`src/rtl/ultra_ranger_mc.sv`:
```
// Multi-channel HC-SR04 ranger: round-robin trigger, synchronised echo timing,
// BCD centimetre result per channel with echo-timeout flagging.
module ultra_ranger_mc #(
    parameter int CLK_MHZ = 12,
    parameter int CH      = 2,
    parameter int DIG     = 4,
    parameter int TRIG_US = 10,
    parameter int GAP_MS  = 60,
    parameter int MAX_CM  = 400
) (
    input  logic                                 clk,
    input  logic                                 rst,
    input  logic                                 en,
    input  logic [CH-1:0]                        echo,
    output logic [CH-1:0]                        trig,
    output logic [CH*4*DIG-1:0]                  dist_bcd,
    output logic                                 dist_vld,
    output logic [((CH > 1) ? $clog2(CH) : 1)-1:0] dist_ch,
    output logic [CH-1:0]                        err
);

    localparam int CW       = (CH > 1) ? $clog2(CH) : 1;
    localparam int CM_CYC   = 58 * CLK_MHZ;
    localparam int GAP_CYC  = GAP_MS * 1000 * CLK_MHZ;
    localparam int TRIG_CYC = TRIG_US * CLK_MHZ;
    localparam int TO_CYC   = MAX_CM * CM_CYC;
    localparam int TMAX1    = (GAP_CYC > TO_CYC) ? GAP_CYC : TO_CYC;
    localparam int TMAX     = (TMAX1 > TRIG_CYC) ? TMAX1 : TRIG_CYC;
    localparam int TW       = $clog2(TMAX + 1);

    localparam logic [TW-1:0] GAP_END  = TW'(GAP_CYC - 1);
    localparam logic [TW-1:0] TRIG_END = TW'(TRIG_CYC - 1);
    localparam logic [TW-1:0] TO_END   = TW'(TO_CYC);
    localparam logic [TW-1:0] CM_END   = TW'(CM_CYC - 1);

    function automatic logic [4*DIG-1:0] to_bcd(input int unsigned v);
        logic [4*DIG-1:0] r;
        int unsigned x;
        r = '0;
        x = v;
        for (int unsigned i = 0; i < DIG; i++) begin
            r[i*4 +: 4] = 4'(x % 10);
            x = x / 10;
        end
        return r;
    endfunction

    localparam logic [4*DIG-1:0] MAX_BCD = to_bcd(MAX_CM);
    localparam logic [4*DIG-1:0] ALL9    = {DIG{4'h9}};

    typedef enum logic [2:0] {IDLE, TRIG, WAIT_RISE, MEASURE, DONE} state_t;

    state_t          state, nstate;
    logic [CW-1:0]   cur;
    logic [TW-1:0]   tmr;
    logic [4*DIG-1:0] bcd, bcd_inc;
    logic            tout;
    logic [CH-1:0]   sync1, sync2, sync3, rise, fall;
    logic            rise_c, fall_c, carry, done;
    logic [CH-1:0]   trig_d;

    always_ff @(posedge clk) begin
        if (rst) begin
            sync1 <= '0;
            sync2 <= '0;
            sync3 <= '0;
        end else begin
            sync1 <= echo;
            sync2 <= sync1;
            sync3 <= sync2;
        end
    end

    assign rise = sync2 & ~sync3;
    assign fall = ~sync2 & sync3;

    always_comb begin
        rise_c = 1'b0;
        fall_c = 1'b0;
        for (int unsigned k = 0; k < CH; k++) begin
            if (cur == CW'(k)) begin
                rise_c = rise[k];
                fall_c = fall[k];
            end
        end
    end

    // Decimal increment with the full carry chain resolved in one cycle
    always_comb begin
        bcd_inc = bcd;
        carry   = 1'b1;
        for (int unsigned i = 0; i < DIG; i++) begin
            if (carry) begin
                if (bcd[i*4 +: 4] == 4'd9) begin
                    bcd_inc[i*4 +: 4] = 4'd0;
                end else begin
                    bcd_inc[i*4 +: 4] = bcd[i*4 +: 4] + 4'd1;
                    carry = 1'b0;
                end
            end
        end
    end

    always_ff @(posedge clk) begin
        if (rst) state <= IDLE;
        else     state <= nstate;
    end

    always_comb begin
        nstate = state;
        case (state)
            IDLE:      if (tmr == GAP_END && en) nstate = TRIG;
            TRIG:      if (tmr == TRIG_END) nstate = WAIT_RISE;
            WAIT_RISE: if (rise_c || tmr == TO_END) nstate = rise_c ? MEASURE : DONE;
            MEASURE:   if ((tmr == CM_END && bcd == MAX_BCD) || fall_c) nstate = DONE;
            DONE:      nstate = IDLE;
            default:   nstate = IDLE;
        endcase
    end

    always_comb begin
        trig_d = '0;
        done   = (state == DONE);
        if (state == TRIG) begin
            for (int unsigned k = 0; k < CH; k++) trig_d[k] = (cur == CW'(k));
        end
    end

    // A wrap coinciding with the falling edge still counts, so DONE sees the updated count
    always_ff @(posedge clk) begin
        if (rst) begin
            tmr  <= '0;
            bcd  <= '0;
            tout <= 1'b0;
            cur  <= '0;
        end else begin
            case (state)
                IDLE: begin
                    if (tmr != GAP_END) tmr <= tmr + 1'b1;
                    else if (en)        tmr <= '0;
                end
                TRIG: begin
                    tout <= 1'b0;
                    tmr  <= (tmr == TRIG_END) ? '0 : tmr + 1'b1;
                end
                WAIT_RISE: begin
                    if (rise_c) begin
                        tmr <= '0;
                        bcd <= '0;
                    end else if (tmr == TO_END) begin
                        tout <= 1'b1;
                    end else begin
                        tmr <= tmr + 1'b1;
                    end
                end
                MEASURE: begin
                    if (tmr == CM_END) begin
                        tmr <= '0;
                        if (bcd == MAX_BCD) tout <= 1'b1;
                        else                bcd  <= bcd_inc;
                    end else begin
                        tmr <= tmr + 1'b1;
                    end
                end
                DONE: begin
                    tmr <= '0;
                    cur <= (cur == CW'(CH - 1)) ? '0 : cur + 1'b1;
                end
                default: tmr <= '0;
            endcase
        end
    end

    always_ff @(posedge clk) begin
        if (rst) begin
            trig     <= '0;
            dist_vld <= 1'b0;
            dist_ch  <= '0;
            dist_bcd <= '0;
            err      <= '0;
        end else begin
            trig     <= trig_d;
            dist_vld <= done;
            if (done) begin
                dist_ch <= cur;
                for (int unsigned k = 0; k < CH; k++) begin
                    if (cur == CW'(k)) begin
                        dist_bcd[k*4*DIG +: 4*DIG] <= tout ? ALL9 : bcd;
                        err[k]                     <= tout;
                    end
                end
            end
        end
    end

endmodule

```
`config.mk`:
```
export PLATFORM = sky130hd
export DESIGN_NAME = ultra_ranger_mc
export DESIGN_NICKNAME = d
export VERILOG_FILES = /design/src/rtl/ultra_ranger_mc.sv
export SDC_FILE = /design/constraint.sdc
export NUM_CORES = 1
export LEC_CHECK = 0
export CAP_MARGIN = 5
export CORE_MARGIN = 2
export CORE_UTILIZATION = 55
export DETAILED_ROUTE_END_ITERATION = 12
export PLACE_DENSITY = 0.78
export SLEW_MARGIN = 25
export SYNTH_ARGS = -nofsm -noshare
export SYNTH_HDL_FRONTEND = slang
export SYNTH_SLANG_ARGS = --single-unit
```
`constraint.sdc`:
```
create_clock -name clk -period 2.8 [get_ports clk]
set_input_delay 0.56 -clock clk [delete_from_list [all_inputs] [get_ports clk]]
set_output_delay 0.56 -clock clk [all_outputs]
set_load 0.01 [all_outputs]
```
==> flow_metrics.py, run 1 <==
metrics = {
    "setup_path": {
        "reg2reg_to": "bcd[0]$_SDFFE_PP0P_",
        "start_kind": "flop",
        "worst-setup-path-type": "flop to flop",
        "rr_startpoint": "tmr[15]$_SDFFE_PP0P_",
        "worst_r2r_path_depth": 6,
        "crit_required_ns": 3.10,
        "critPathSlowestCell": "or4_4",
        "crit_family": "simple AND/OR/NAND/NOR gates",
        "path_buf_inv": 0,
        "worstPathCellList": "or4_4 > or3_4 > nor4_2 > nor2_1 > or4_4 > o22ai_2",
        "ff2ff_setup_slack_ns": 0.23,
        "critPathMaxFanout": 6,
        "max_stage_delay_ns": 0.56,
        "end_kind": "flop",
        "crit_top_cell": "or4_4",
        "crit_arrival_ns": 2.88,
    },
    "synthesis": {
        "synth.distinct_cells": 60,
        "synth_cells": 484,
        "synthTopCellsByArea": "dfxtp_1, nor2_1, nand2_1",
        "synth_top_family_by_area": "simple AND/OR/NAND/NOR gates",
        "seq_area_frac_synth": 0.4213,
        "synthAdderAreaFrac": 0.04337,
        "avgSynthCellArea_sq_um": 8.345,
        "synth_edf_count": 0,
        "yosys.area_share.simple": 0.2835,
        "ys_async_sr_fraction": 0,
        "yosysWarnings": 0,
        "syn-cell-area_sq_mm": 0.004039,
        "synthXorXnorAreaFrac": 0.04120,
        "ys_ff_latch": 85,
        "synth_compound_area_frac": 0.1552,
        "ys.flop_type": "dfxtp_1",
        "synthesis.nets": 503,
        "synth_top_cell_by_area": "dfxtp_1",
        "yosysTopAreaCellShare": 0.4213,
        "synth_mux_area_frac": 0.007745,
    },
    "timing": {
        "setup_tns_ns": 0,
        "setup_viol": 0,
        "rsz0062_at_grt": "false",
        "min_period_over_period": 0.9196,
        "hold_viol_final": 0,
        "report.final.slew_viol_count": 0,
        "fin_skew_ns": 0.01651,
        "worst_pin_slew_ns": 0.6591,
        "relSlewSlack": 0.5600,
        "setup_ws_ns": 0.2252,
        "maxClockFrequency_ghz": 0.3884,
        "period_needed_ns": 2.575,
    },
    "final_layout": {
        "final_common_cell": "dfxtp_1",
        "final_nets": 542,
        "final_cell_mix": "dfxtp_1, nor2_1, nand2_1",
        "fin_area_sq_mm": 0.004753,
        "n_antenna_cell": 0,
        "fillCellCount": 636,
        "drive_gt1_frac": 0.09091,
        "post-route-util": 0.6624,
        "syn2layout_area_growth_pct": 17.69,
    },
    "clock_network": {
        "ctsResizeCount": 0,
        "cts_buffers": 9,
        "cts_root_buf": "clkbuf_8",
        "clock_path_buffers": 2,
        "clkSlewWorstSetupHoldPaths_ns": 0.09,
        "htreeDepth": 3,
        "cts_hold_buffers": 0,
        "clk_latency_ns": 0.37,
        "postCtsSetupBuffers": 0,
        "cts_tree": "yes",
        "numClockSinks": 85,
    },
    "detailed_routing": {
        "antenna_left": 0,
        "vias": 3529,
        "drt-initial-drc-count": 192,
        "drt_wl_total_microns": 9037,
        "route.detailed.drc": 0,
        "wire_per_inst_microns": 14.41,
        "drt_first_pass_iters": 4,
        "vias_per_cell": 5.628,
    },
    "floorplan": {
        "core_sq_mm": 0.007176,
        "die_w_microns": 89.70,
        "die_area_sq_mm": 0.008045,
        "boundaryPins": 43,
        "start_util": 0.5629,
        "die_h_microns": 89.70,
        "row_count": 31,
    },
    "place": {
        "placement.cell_area_sq_mm": 0.004541,
        "io_buffers": 42,
        "gp_congestion": 0.8536,
        "pre_cts_ws_ns": 0.2011,
        "dp_hpwl_microns": 6487,
    },
    "pwr": {
        "peakVddDrop_uv": 321.9,
        "p_per_area_mw_per_mm2": 464.0,
        "p_leak_uw": 0.001633,
        "finalPower_uw": 2206,
    },
    "grt": {
        "grt.overflow.total": 0,
        "grt_pass1_wl_microns": 14610,
        "antenna_found_initial": 0,
        "grt_util_all_layers": 0.2351,
        "grt_pass1_vias": 3100,
        "grt_max_degree": 46,
    },
    "job": {
        "maxCapViolations": 0,
    },
    "min_path": {
        "hold_depth": 1,
        "min_to": "sync2[0]$_SDFF_PP0_",
        "hp-class": "flop to flop",
        "hold_start": "sync1[0]$_SDFF_PP0_",
    },
    "run_status": {
        "status": "finished, final reports clean",
    },
}
cells in the mapped netlist, types with 2 or more instances:
cell type	number
a211oi_1	16
a211oi_2	2
a21o_1	5
a21oi_1	31
a31oi_1	5
and3_1	4
and4_1	3
buf_4	2
clkbuf_1	19
clkbuf_8	2
dfxtp_1	85
ha_1	14
inv_1	17
mux2i_1	2
nand2_1	61
nand2b_1	3
nand3_1	18
nand3b_1	4
nand4_1	5
nor2_1	75
nor2b_1	6
nor3_1	14
nor3b_1	4
nor4_1	6
nor4bb_1	2
o211ai_1	2
o21a_1	3
o21ai_0	7
o31ai_1	4
o32ai_1	4
or2_2	4
or3_1	4
or4_1	4
or4_4	4
xnor2_1	12
xor2_1	7
per-layer routing:
layer | wire (microns) | up-vias | global-route usage
met2 | 4292 | 81 | 0.3777
met1 | 4159 | 1665 | 0.3085
li1 | - | 1773 | -
met3 | 458 | 10 | 0.06124
met5 | 0 | - | 0
met4 | 127 | 0 | 0.07734
how the worst max path moves through the flow:
stage                               from             endpoint  slack [ns]  cells past startpoint
global placement                      en  tmr[5]$_SDFFE_PP0P_        0.25                      7
global route        tmr[15]$_SDFFE_PP0P_  bcd[0]$_SDFFE_PP0P_        0.13                      6
finish              tmr[15]$_SDFFE_PP0P_  bcd[0]$_SDFFE_PP0P_        0.23                      6
floorplan           tmr[14]$_SDFFE_PP0P_  bcd[2]$_SDFFE_PP0P_        0.40                      6
detailed placement                    en  tmr[5]$_SDFFE_PP0P_        0.20                      7
CTS                 tmr[15]$_SDFFE_PP0P_  bcd[0]$_SDFFE_PP0P_        0.23                      6
flip-flops by register name (all words and copies together) (netlist names):
register  cells
trig          2
sync3         2
cur           1
bcd          16
sync2         2
tout          1
dist_bcd     32
tmr          20
err           2
state         3
sync1         2
dist_ch       1
dist_vld      1
power breakdown:
group          total [uW]  internal [uW]  switching, uW  leakage, uW
registers            1220           1220           6.95     0.000686
logic                57.8           21.9           35.9     0.000842
clock network         926            450            476     0.000105
final cells by class:
type	count	area, sq um	share of cell area
multi-input cells	357	2145	0.4512
flip-flops and latches	85	1702	0.3580
repair buffers	52	503.0	0.1058
clock buffers	10	137.6	0.02895
well taps	99	123.9	0.02606
clock inverters	6	75.07	0.01579
inverters	18	67.56	0.01421
cell families (layout without fill, tap and decap cells):
group                      after synthesis  in the layout
DFF                                     85             85
xor gates and xnor gates                19             19
and+or+nand+nor                        231            231
AOI/OAI and AO/OA                       90             90
adders and majority gates               14             14
muxes                                    3              3
buffers and inverters                   42             86
stage by stage:
step	cells	hold slack, ns
2_1_floorplan	484	0.4138
3_3_place_gp	611	0.4223
3_5_place_dp	611	0.4342
4_1_cts	627	0.4554
5_1_grt	627	0.4709
6_report	627	0.4499
Power figures use the tool's default switching activity.
==> run 2: changes to the inputs <==
--- a/config.mk
+++ b/config.mk
@@ -5,9 +5,10 @@
 export SDC_FILE = /design/constraint.sdc
 export NUM_CORES = 1
 export LEC_CHECK = 0
+export ABC_AREA = 0
 export CAP_MARGIN = 5
-export CORE_MARGIN = 2
 export CORE_UTILIZATION = 55
+export CTS_CLUSTER_DIAMETER = 120
 export DETAILED_ROUTE_END_ITERATION = 12
 export PLACE_DENSITY = 0.78
 export SLEW_MARGIN = 25
==> flow_metrics.py, run 2 (synthesized netlist as in run 1, its figures left out) <==
metrics = {
    "grt": {
        "grt_max_degree": 32,
        "grt_util_all_layers": 0.2503,
        "grt_pass1_wl_microns": 15210,
        "grt.overflow.total": 0,
        "antenna_found_initial": 0,
        "grt_pass1_vias": 3271,
    },
    "final_layout": {
        "largest_reg_flops": 32,
        "multi_input_area_sq_mm": 0.002145,
        "post-route-util": 0.6822,
        "drive_gt1_frac": 0.08902,
        "reg_top3": "dist_bcd x32, tmr x20, bcd x16",
        "fillCellCount": 584,
        "n_antenna_cell": 0,
        "ff_latch_area_sq_mm": 0.001702,
        "regMostFlops": "dist_bcd",
        "final_common_cell": "dfxtp_1",
        "final_nets": 542,
        "final_cell_mix": "dfxtp_1, nor2_1, nand2_1",
        "syn2layout_area_growth_pct": 17.29,
    },
    "pwr": {
        "peakVddDrop_uv": 257.3,
        "swShare": 0.2291,
        "internal_power_uw": 1658,
        "p_leak_uw": 0.001624,
        "pwr-share-clk": 0.405,
        "p_per_area_mw_per_mm2": 454.0,
        "finalPower_uw": 2151,
        "pwr-share-seq": 0.568,
        "p_comb_frac": 0.027,
        "p_switching_uw": 492.8,
    },
    "setup_path": {
        "rr_startpoint": "tmr[11]$_SDFFE_PP0P_",
        "crit_required_ns": 3.05,
        "start_kind": "flop",
        "worst_r2r_path_depth": 7,
        "critPathMaxFanout": 20,
        "reg2reg_to": "tmr[2]$_SDFFE_PP0P_",
        "critPathLaunch": "tmr[11]$_SDFFE_PP0P_",
        "worst-setup-path-type": "flop to flop",
        "ff2ff_setup_slack_ns": 0.17,
        "end_kind": "flop",
        "crit_arrival_ns": 2.88,
    },
    "clock_network": {
        "clk_latency_ns": 0.36,
        "cts_tree": "yes",
        "ctsResizeCount": 0,
        "clkSlewWorstSetupHoldPaths_ns": 0.08,
        "htreeDepth": 3,
        "cts_buffers": 9,
        "clock_path_buffers": 2,
        "cts_root_buf": "clkbuf_8",
        "numClockSinks": 85,
        "cts_hold_buffers": 0,
        "postCtsSetupBuffers": 0,
    },
    "floorplan": {
        "start_util": 0.5816,
        "die_area_sq_mm": 0.007690,
        "boundaryPins": 43,
        "die_w_microns": 87.70,
        "row_count": 30,
        "die_h_microns": 87.70,
        "core_sq_mm": 0.006944,
    },
    "place": {
        "gp_congestion": 0.8632,
        "dp_hpwl_microns": 6428,
        "io_buffers": 42,
    },
    "detailed_routing": {
        "drt_first_pass_iters": 5,
        "vias_per_cell": 5.715,
        "highest_layer": "met4",
        "wl_met2_microns": 4156,
        "route.detailed.drc": 0,
        "wire_per_inst_microns": 14.28,
        "drt_wl_total_microns": 8912,
        "wl_met3_microns": 514,
        "drt-initial-drc-count": 241,
        "vias": 3566,
        "antenna_left": 0,
        "drt-met1-wl_microns": 4136,
    },
    "job": {
        "maxCapViolations": 0,
    },
    "min_path": {
        "hold_start": "sync1[0]$_SDFF_PP0_",
        "min_to": "sync2[0]$_SDFF_PP0_",
        "hold_depth": 1,
        "hp-class": "flop to flop",
    },
    "timing": {
        "maxClockFrequency_ghz": 0.3806,
        "relSlewSlack": 0.5325,
        "holdWs_ns": 0.4507,
        "rsz0062_at_grt": "false",
        "hold_viol_final": 0,
        "worst_pin_slew_ns": 0.7003,
        "report.final.slew_viol_count": 0,
        "fin_skew_ns": 0.01618,
        "setup_tns_ns": 0,
        "period_needed_ns": 2.628,
        "min_period_over_period": 0.9385,
        "setup_viol": 0,
    },
    "run_status": {
        "status": "finished, final reports clean",
    },
}
==> run 2: cell types whose count changed in the layout (fill, tap and decap cells not counted), sizes merged <==
cell / change
clkinv: +2
inv: -2
==> run 2: worst max-delay path: stages, from the launching register on <==
cell and delay, ns:
dfxtp_1 0.36, or4_4 0.56, or4_1 0.54, o21a_1 0.21, o21bai_1 0.21, o31ai_2 0.37, buf_12 0.20, nor2_1 0.06
==> run 2: worst max-delay path by stage <==
stage,endpoint,slack [ns]
detailed placement,tmr[5]$_SDFFE_PP0P_,0.22
global route,tmr[2]$_SDFFE_PP0P_,0.07
CTS,tmr[2]$_SDFFE_PP0P_,0.18
floorplan,bcd[2]$_SDFFE_PP0P_,0.40
finish,tmr[2]$_SDFFE_PP0P_,0.17
global placement,tmr[5]$_SDFFE_PP0P_,0.26
==> run 2: power groups by stage <==
stage,logic [uW],registers (uW),clock network (uW)
2_1_floorplan,43.0,1250,0
3_3_place_gp,57.1,1250,0
3_5_place_dp,58.2,1250,0
4_1_cts,58.5,1220,879
5_1_grt,65.4,1220,934
6_report,58.8,1220,870
==> run 2: stage by stage <==
| step | worst slack [ns] | area (sq um) | cells |
|---|---|---|---|
| detailed placement | 0.2163 | 4537 | 608 |
| floorplan | 0.4027 | 4039 | 484 |
| global route | 0.07020 | 4737 | 624 |
| finish | 0.1723 | 4737 | 624 |
| global placement | 0.2563 | 4537 | 608 |
| CTS | 0.1775 | 4737 | 624 |
==> run 2: cell type report <==
| class | count | share of cell area |
|---|---|---|
| Clock buffer | 10 | 0.02694 |
| Clock inverter | 6 | 0.01532 |
| Inverter | 18 | 0.01426 |
| Multi-Input combinational cell | 357 | 0.4527 |
| Sequential cell | 85 | 0.3592 |
| Tap cell | 96 | 0.02536 |
| Timing Repair Buffer | 52 | 0.1062 |
==> run 2: metal layers <==
metal,vias to the layer above,global-route usage
met2,129,0.4098
met4,0,0.06259
met3,12,0.05655
met1,1656,0.3359
li1,1769,-
met5,-,0
